[src/rtl/wb_rr_arbiter_if.sv]
// Request/grant bundle between the Wishbone masters and the round-robin arbiter.
// The slave modport is the arbiter's view. The master modport is the requesters' view.
interface wb_rr_arbiter_if #(
    parameter int NUM_MASTERS = 4,
    parameter int IDX_W       = 2
);
    logic [NUM_MASTERS-1:0] req_i;
    logic [NUM_MASTERS-1:0] lock_i;
    logic [NUM_MASTERS-1:0] gnt_o;
    logic [IDX_W-1:0]       gnt_idx_o;
    logic                   cyc_o;
    logic                   timeout_o;

    modport slave (
        input  req_i,
        input  lock_i,
        output gnt_o,
        output gnt_idx_o,
        output cyc_o,
        output timeout_o
    );

    modport master (
        output req_i,
        output lock_i,
        input  gnt_o,
        input  gnt_idx_o,
        input  cyc_o,
        input  timeout_o
    );
endinterface

[src/rtl/wb_rr_arbiter.sv]
// Registered Wishbone master arbiter.
// It supports round-robin or fixed-priority selection. A bounded-hold
// preemption counter limits how long one master keeps the bus, and the
// owner's LOCK signal blocks that preemption.
// Every output comes from a flop, so there is no combinational path from req/lock.
module wb_rr_arbiter #(
    parameter int NUM_MASTERS = 4,
    parameter int IDX_W       = 2,
    parameter int PRIO_MODE   = 0,
    parameter int MAX_HOLD    = 16,
    parameter int HOLD_W      = 5
) (
    input  logic                   clk_i,
    input  logic                   rst_n_i,
    wb_rr_arbiter_if.slave         bus
);

    typedef enum logic {
        IDLE,
        BUSY
    } state_e;

    localparam int HOLD_LIM_I = (MAX_HOLD == 0) ? 0 : MAX_HOLD - 1;
    localparam logic [HOLD_W-1:0] HOLD_LIM = HOLD_W'(HOLD_LIM_I);
    localparam logic [HOLD_W-1:0] HOLD_MAX = HOLD_W'(MAX_HOLD);
    localparam logic [IDX_W-1:0]  LAST_RST = IDX_W'(NUM_MASTERS - 1);

    state_e                 state_q, state_d;
    logic [NUM_MASTERS-1:0] gnt_q, gnt_d;
    logic [IDX_W-1:0]       gnt_idx_q, gnt_idx_d;
    logic                   timeout_q, timeout_d;
    logic [HOLD_W-1:0]      hold_q, hold_d;
    logic [IDX_W-1:0]       last_q, last_d;

    logic [NUM_MASTERS-1:0] others;
    logic [IDX_W-1:0]       win_all;
    logic [IDX_W-1:0]       win_others;

    // Pick a winner from a request vector.
    // Fixed priority takes the lowest set index.
    // Round-robin scans from last+1 and wraps around.
    function automatic logic [IDX_W-1:0] pick_winner(
        input logic [NUM_MASTERS-1:0] r,
        input logic [IDX_W-1:0]       last
    );
        logic [IDX_W-1:0] w;
        logic             found;
        int               k;
        w     = '0;
        found = 1'b0;
        k     = 0;
        if (PRIO_MODE != 0) begin
            for (int i = NUM_MASTERS - 1; i >= 0; i--) begin
                if (r[i]) w = IDX_W'(i);
            end
        end else begin
            for (int i = 1; i <= NUM_MASTERS; i++) begin
                k = (int'(last) + i) % NUM_MASTERS;
                if (!found && r[k]) begin
                    w     = IDX_W'(k);
                    found = 1'b1;
                end
            end
        end
        return w;
    endfunction

    // Candidate winners: one from all requests, one with the current owner masked out.
    always_comb begin
        others     = bus.req_i & ~gnt_q;
        win_all    = pick_winner(bus.req_i, last_q);
        win_others = pick_winner(others, last_q);
    end

    // Next-state logic covers grant, release, handover, hold counting and preemption.
    always_comb begin
        state_d   = state_q;
        gnt_d     = gnt_q;
        gnt_idx_d = gnt_idx_q;
        timeout_d = 1'b0;
        hold_d    = hold_q;
        last_d    = last_q;
        case (state_q)
            IDLE: begin
                if (|bus.req_i) begin
                    state_d   = BUSY;
                    gnt_d     = NUM_MASTERS'(1) << win_all;
                    gnt_idx_d = win_all;
                    last_d    = win_all;
                    hold_d    = '0;
                end
            end
            BUSY: begin
                if (!bus.req_i[gnt_idx_q]) begin
                    // A release takes precedence over a coincident hold limit.
                    // In that case no timeout is signalled.
                    hold_d = '0;
                    if (|others) begin
                        gnt_d     = NUM_MASTERS'(1) << win_others;
                        gnt_idx_d = win_others;
                        last_d    = win_others;
                    end else begin
                        state_d = IDLE;
                        gnt_d   = '0;
                    end
                end else if ((MAX_HOLD != 0) && (hold_q >= HOLD_LIM) && (|others)
                             && !bus.lock_i[gnt_idx_q]) begin
                    gnt_d     = NUM_MASTERS'(1) << win_others;
                    gnt_idx_d = win_others;
                    last_d    = win_others;
                    hold_d    = '0;
                    timeout_d = 1'b1;
                end else if (hold_q < HOLD_MAX) begin
                    hold_d = hold_q + 1'b1;
                end
            end
            default: begin
                state_d = IDLE;
                gnt_d   = '0;
            end
        endcase
    end

    // State and output registers.
    // Reset clears the grant immediately and parks the pointer so that master 0 wins first.
    always_ff @(posedge clk_i or negedge rst_n_i) begin
        if (!rst_n_i) begin
            state_q   <= IDLE;
            gnt_q     <= '0;
            gnt_idx_q <= '0;
            timeout_q <= 1'b0;
            hold_q    <= '0;
            last_q    <= LAST_RST;
        end else begin
            state_q   <= state_d;
            gnt_q     <= gnt_d;
            gnt_idx_q <= gnt_idx_d;
            timeout_q <= timeout_d;
            hold_q    <= hold_d;
            last_q    <= last_d;
        end
    end

    assign bus.gnt_o     = gnt_q;
    assign bus.gnt_idx_o = gnt_idx_q;
    assign bus.cyc_o     = |gnt_q;
    assign bus.timeout_o = timeout_q;

endmodule

[src/flat_wrapper.sv]
// flat-port wrapper written by rule: the top's interface ports become plain ports
module wb_rr_arbiter_flat 
#(
    parameter int NUM_MASTERS = 4,
    parameter int IDX_W       = 2,
    parameter int PRIO_MODE   = 0,
    parameter int MAX_HOLD    = 16,
    parameter int HOLD_W      = 5
)
  (clk_i, rst_n_i, bus_req_i, bus_lock_i, bus_gnt_o, bus_gnt_idx_o, bus_cyc_o, bus_timeout_o);
  wb_rr_arbiter_if #(.NUM_MASTERS(NUM_MASTERS), .IDX_W(IDX_W)) bus_i ();
  input  logic clk_i;
  input  logic rst_n_i;
  input wire logic [$bits(bus_i.req_i)-1:0] bus_req_i;
  input wire logic [$bits(bus_i.lock_i)-1:0] bus_lock_i;
  output wire logic [$bits(bus_i.gnt_o)-1:0] bus_gnt_o;
  output wire logic [$bits(bus_i.gnt_idx_o)-1:0] bus_gnt_idx_o;
  output wire logic [$bits(bus_i.cyc_o)-1:0] bus_cyc_o;
  output wire logic [$bits(bus_i.timeout_o)-1:0] bus_timeout_o;
  assign bus_i.req_i = bus_req_i;
  assign bus_i.lock_i = bus_lock_i;
  assign bus_gnt_o = bus_i.gnt_o;
  assign bus_gnt_idx_o = bus_i.gnt_idx_o;
  assign bus_cyc_o = bus_i.cyc_o;
  assign bus_timeout_o = bus_i.timeout_o;
  wb_rr_arbiter #(.NUM_MASTERS(NUM_MASTERS), .IDX_W(IDX_W), .PRIO_MODE(PRIO_MODE), .MAX_HOLD(MAX_HOLD), .HOLD_W(HOLD_W)) u_core (.clk_i(clk_i), .rst_n_i(rst_n_i), .bus(bus_i));
endmodule
[config.mk]
export PLATFORM = sky130hd
export DESIGN_NAME = wb_rr_arbiter_flat
export DESIGN_NICKNAME = d
export VERILOG_FILES = /design/src/rtl/wb_rr_arbiter_if.sv /design/src/rtl/wb_rr_arbiter.sv /design/src/flat_wrapper.sv
export SDC_FILE = /design/constraint.sdc
export NUM_CORES = 1
export LEC_CHECK = 0
export CORE_ASPECT_RATIO = 0.6
export CORE_MARGIN = 2
export CORE_UTILIZATION = 35
export CTS_CLUSTER_SIZE = 40
export DETAILED_ROUTE_END_ITERATION = 10
export GPL_TIMING_DRIVEN = 0
export RECOVER_POWER = 100
export SLEW_MARGIN = 20
export SYNTH_ARGS = -nofsm -noshare
export SYNTH_HDL_FRONTEND = slang
export SYNTH_SLANG_ARGS = --single-unit
[constraint.sdc]
create_clock -name clk_i -period 3.33 [get_ports clk_i]
set_input_delay 0.4995 -clock clk_i [delete_from_list [all_inputs] [get_ports clk_i]]
set_output_delay 0.4995 -clock clk_i [all_outputs]
set_load 0.02 [all_outputs]
# Word level (Yosys, flattened, before mapping)
# Index checks and enable logic that the tools add are counted.
# classes
n_addsub	5
order_cmp	7
eq_ne	4
shift	2
mux	64
bitwise_logic	7
n_reduce_logical	25
# op_table
op	n
$mux W1	30
$mux W2	12
$bmux W1 S2	10
$mux W5	4
$lt A3 B4 Y1 const B	4
$mux W4	4
$reduce_or A4 Y1	3
$pmux W5 S2	1
$logic_and A1 B1 Y1	8
$pmux W4 S2	1
$reduce_or A2 Y1	4
$shl A1 B2 Y4 const A	2
$logic_not A1 Y1	7
$ne A3 B3 Y1 const B	2
$add A5 B1 Y5 const B	1
$ge A5 B4 Y1 const B	1
$lt A5 B5 Y1 const B	1
$add A2 B1 Y2 const B	2
$add A2 B2 Y2 const B	2
$and A1 B1 Y1 const A	4
$and A4 B4 Y4	1
$ne A4 B4 Y1 const B	1
$not A4 Y4	1
$pmux W2 S2	1
6 further kinds	7
# totals
reg_bits	15
input_bits	10
out_inout_bits	8
wordCells	120

# Longest topological paths before layout
# depth
depth_word	20
mapped_depth	8
mapped_depth_nobuf	8

# Least setup slack after synthesis
# No wires, ideal clock.
# synth_timing
kind	reg-to-reg
from	register u_core.gnt_idx_q[0], in the netlist u_core.bus.gnt_idx_o[0]
to	register u_core.gnt_q[2], in the netlist u_core.bus.gnt_o[2]
setup_ns	0.126
arrival_time_ns	1.998
setup_slack_ns	1.206
path_stages_with_launch	5
path_buffers	0
period_less_slack_ns	2.124
path_cell_list	dfrtp_1 > mux4_2 > o311ai_4 > o21ai_4 > a221o_1
# synth_between
elab_chain_len	6
elab_cells_between_ends	10
classes_between	1 x eq/ne; 6 x mux; 3 x reduce/logical
# synth_rtl
item	line	text
start, declared	wb_rr_arbiter.sv:30	logic [IDX_W-1:0] gnt_idx_q, gnt_idx_d;
start signal, assigned	wb_rr_arbiter.sv:137	gnt_idx_q <= gnt_idx_d;
$bmux W1 S2	wb_rr_arbiter.sv:107	&& !bus.lock_i[gnt_idx_q]) begin
$mux W1 (implied by the code)	wb_rr_arbiter.sv:107	
$logic_not A1 Y1	wb_rr_arbiter.sv:107	
$logic_and A1 B1 Y1	wb_rr_arbiter.sv:107	
$ne A3 B3 Y1 (no source line)	n/a	
$reduce_and A2 Y1 (no source line)	n/a	
end signal, assigned	wb_rr_arbiter.sv:136	gnt_q <= gnt_d;
end, declared	wb_rr_arbiter.sv:29	logic [NUM_MASTERS-1:0] gnt_q, gnt_d;
# Several ways; a longest one is shown, not always the timed one. The select of a mux whose other input is x is not followed.
# A chain may end at the register's enable or synchronous reset.

# Worst setup path after layout
# layout_timing
from	input port bus_req_i[1]
to	register u_core.gnt_q[2], in the netlist u_core.bus.gnt_o[2]
# layout_between
elab_chain_len	18
elab_cells_between_ends	67
classes_between	2 x eq/ne; 2 x shift; 45 x mux; 1 x bitwise; 17 x reduce/logical
# layout_rtl
item	line	text
start, declared	flat_wrapper.sv:14	input wire logic [$bits(bus_i.req_i)-1:0] bus_req_i;
$and A4 B4 Y4	wb_rr_arbiter.sv:70	others = bus.req_i & ~gnt_q;
$bmux W1 S2	wb_rr_arbiter.sv:59	if (!found && r[k]) begin
$mux W1 (implied by the code) (2 in series)	wb_rr_arbiter.sv:59	
$mux W1	wb_rr_arbiter.sv:59	
$logic_not A1 Y1	wb_rr_arbiter.sv:59	
$logic_and A1 B1 Y1	wb_rr_arbiter.sv:59	
$mux W1	wb_rr_arbiter.sv:59	
$logic_not A1 Y1	wb_rr_arbiter.sv:59	
$logic_and A1 B1 Y1	wb_rr_arbiter.sv:59	
$mux W1	wb_rr_arbiter.sv:59	
$logic_not A1 Y1	wb_rr_arbiter.sv:59	
$logic_and A1 B1 Y1	wb_rr_arbiter.sv:59	
$mux W2	wb_rr_arbiter.sv:59	
$shl A1 B2 Y4	wb_rr_arbiter.sv:99, wb_rr_arbiter.sv:108	
$mux W4 (on tied branches)	wb_rr_arbiter.sv:98, wb_rr_arbiter.sv:106	
$mux W4	wb_rr_arbiter.sv:94	if (!bus.req_i[gnt_idx_q]) begin
$pmux W4 S2	wb_rr_arbiter.sv:83	case (state_q)
# Several ways; a longest one is shown, not always the timed one. The select of a mux whose other input is x is not followed.

==> results_dict.tcl <==
set metrics [dict create \
    final_area_um2 1310 \
    top_family_by_delay_on_critical_path "compound AO/OA/AOI/OAI gates" \
    layout_common_cells "13 x o21ai_0, 13 x dfrtp_1, 11 x nand2_1" \
    num_antenna_cells 0 \
    power_report.internal_total_w 0.000623 \
    clock_insertion_delay_worst_skew_ns 0.24 \
    cp_slowest_stage_delay_ns 0.72 \
    synth.distinct_cells 44 \
    syn_nets 127 \
    fin_tns_setup_ns 0 \
    synth-edff-count 0 \
    cts_resized 0 \
    overall_power_w 0.00110 \
    min_period_ns 2.85 \
    vdd_drop_max_mv 0.330 \
    boundaryPins 18 \
    critical_path_cell_count 6 \
    synthArstFlopShare 1.00 \
    cp-start-kind "input pin" \
    placement.io_buffers 16 \
    cts_buffers 3 \
    mappedNetlistArea_um2 1070 \
    die_w_um 75.3 \
    die_area_um2 3530 \
    wirelength_mm 2.53 \
    synth_seq_area_share 0.354 \
    final_gp_congestion 0.781 \
    number_of_sinks_on_the_clock_net 15 \
    fill_cells 293 \
    achievable-frequency_mhz 351 \
    total_switching_power_w 0.000478 \
    drc 0 \
    largest_net_degree_at_the_start_of_global_routing 16 \
    grt_antenna_before_repair 0 \
    placement.setup.worst_slack_ns 0.541 \
    status "finished clean" \
    setup_slack_ns 0.484 \
    leakage_nw 0.534 \
    power_frac_comb 0.581 \
    endpoint "u_core.bus.gnt_o[2]" \
    cts.repair_timing.setup_buffer_count 0 \
    floorplan.initialDensity 0.370 \
    setup.worst_path.start "bus_req_i[1]" \
    chipHeight_um 46.8 \
    drt_first_pass_iters 5 \
    post_route_cells_drive_above_1_share 0.0963 \
    cts_root_buf "clkbuf_8" \
    final.setup_skew_ns 0.000736 \
    number_of_global_route_vias_before_repair 906 \
    first_iter_violations 74 \
    drt-vias-per-instance 5.53 \
    syn-instance-count 115 \
    worstHoldStart "u_core.hold_q[3]" \
    report.final.hold_viol_count 0 \
    floorplan.core_area_um2 2890 \
    synth_seq_cells 15 \
    actual_slew_at_the_worst_max_slew_pin_ns 0.700 \
    global_route.overflow_total 0 \
    rsz0062_at_grt "false" \
    timing.final.setup_violations 0 \
    synth_area_per_cell_um2 9.29 \
    powerDensity_nw_per_um2 839 \
    final.period_utilization 0.855 \
    ws_path_type "input pin to flop" \
    reg_to_reg_slack_setup_ns 0.89 \
    cp_data_required_time_ns 3.45 \
    max-clock-path-buffers 2 \
    sequential_cell_area_um2 378 \
    crit_path_cell_trace "dlygate4sd3_1 > and2b_1 > nor4_4 > o311ai_4 > o21ai_0 > a221o_1" \
    h-tree-depth 1 \
    drt-wirelength-per-cell_um 14.3 \
    r2r_end "u_core.bus.gnt_o[2]" \
    slew_headroom 0.532 \
    global_route_wire_length_before_repair_mm 4.31 \
    hold_slack_ns 0.510 \
    ys.warnings.count 0 \
    crit_buf_inv 1 \
    worstRegToRegCells 4 \
    endpoint_kind "flop" \
    predominant_post_synthesis_flop_cell "dfrtp_1" \
    postCtsHoldBufs 0 \
    detailroute.via_count 978 \
    worst-path-max-fanout 8 \
    drtAntennaViolNets 0 \
    cts.reportedPaths.clkPinSlew_ns 0.05 \
    cts_tree "done" \
    grt_usage 0.167 \
    power.switching_fraction 0.434 \
    hpwlAfterDp_mm 1.90 \
    multiInputGateArea_um2 642 \
    number_of_max_cap_violations 0 \
    hp-class "flop to flop" \
    slowest_cell_on_the_critical_path "dlygate4sd3_1" \
    p_seq_frac 0.292 \
    crit_arrival_ns 2.97 \
    pwr-share-clk 0.127 \
    report.final.slew_viol_count 0 \
    nNetsFinal 148 \
    std_cell_rows 15 \
    flow.area_growth_from_synthesis_pct 22.8 \
    worstReg2RegStart "u_core.bus.gnt_idx_o[0]" \
    placed_area_um2 1280 \
]
==> Yosys cell counts, drive strengths merged (2+ instances only) <==
cell	instances	share of area
and3	2	0.012
nand2b	3	0.018
a221o	2	0.020
or4	2	0.014
nor3	2	0.0094
o21ai	13	0.071
nand2	11	0.041
inv	5	0.018
nand3	3	0.014
nor4	3	0.032
nor2b	3	0.018
mux2	3	0.032
dfrtp	13	0.30
ha	2	0.023
nor2	9	0.032
a21oi	6	0.028
a211oi	4	0.028
dfstp	2	0.049
and2b	3	0.021
mux4	2	0.046
clkbuf	3	0.011
o22a	2	0.016
==> worst register-to-register path: stages, from the launching register on <==
cell and delay, ns:
dfrtp_1 0.44, mux4_2 0.61, o311ai_4 0.45, o21ai_0 0.38, a221o_1 0.45
==> power groups by stage <==
stage                     clock (W)  combinational (W)  sequential [W]
after detailed placement          0           0.000659        0.000326
after floorplan                   0           0.000448        0.000343
after CTS                  0.000145           0.000664        0.000324
final                      0.000139           0.000640        0.000322
after global routing       0.000153           0.000705        0.000337
after global placement            0           0.000653        0.000322
==> state kept, by name, indices dropped and copies added, names as in the netlist <==
register	flops
u_core.bus.gnt_idx_o	2
u_core.bus.gnt_o	4
u_core.bus.timeout_o	1
u_core.hold_q	5
u_core.last_q	2
u_core.state_q	1
==> per-stage QoR <==
stage,utilization,std cells
floorplan,-,115
global placement,0.443,173
detailed placement,0.443,173
CTS,0.459,177
global route,0.454,177
finish,0.454,177
==> area by class of cell <==
| type | count | share of cell area |
|---|---|---|
| flip-flops and latches | 15 | 0.288 |
| well taps | 42 | 0.0400 |
| inverters | 5 | 0.0143 |
| clock buffers | 4 | 0.0343 |
| multi-input cells | 91 | 0.489 |
| plain buffers | 4 | 0.0124 |
| repair buffers | 16 | 0.122 |
==> worst min path at each step <==
stage                                         end  slack [ns]  cells after the start
after floorplan           u_core.bus.gnt_idx_o[0]        0.20                      0
after global placement           u_core.hold_q[3]        0.49                      1
after detailed placement         u_core.hold_q[3]        0.50                      1
after CTS                        u_core.hold_q[3]        0.51                      1
after global routing             u_core.hold_q[3]        0.56                      1
final                            u_core.hold_q[3]        0.51                      1
==> metal layers <==
metal,global-route usage,share of wire,up-vias
li1,-,-,480
met1,0.256,0.53,469
met4,0.0246,0.0044,0
met5,0,0,-
met3,0.0451,0.062,2
met2,0.243,0.40,27
==> logic make-up (layout without fill, tap and decap cells) <==
| kind of cell | Yosys count | count (layout) | share of synthesized area |
|---|---|---|---|
| simple gates | 44 | 44 | 0.232 |
| compound gates | 38 | 38 | 0.262 |
| mux | 6 | 6 | 0.0867 |
| buf+inv | 9 | 29 | 0.0328 |
| flops | 15 | 15 | 0.354 |
| fa+ha+maj | 3 | 3 | 0.0328 |
(Power assumes the default switching activity.)
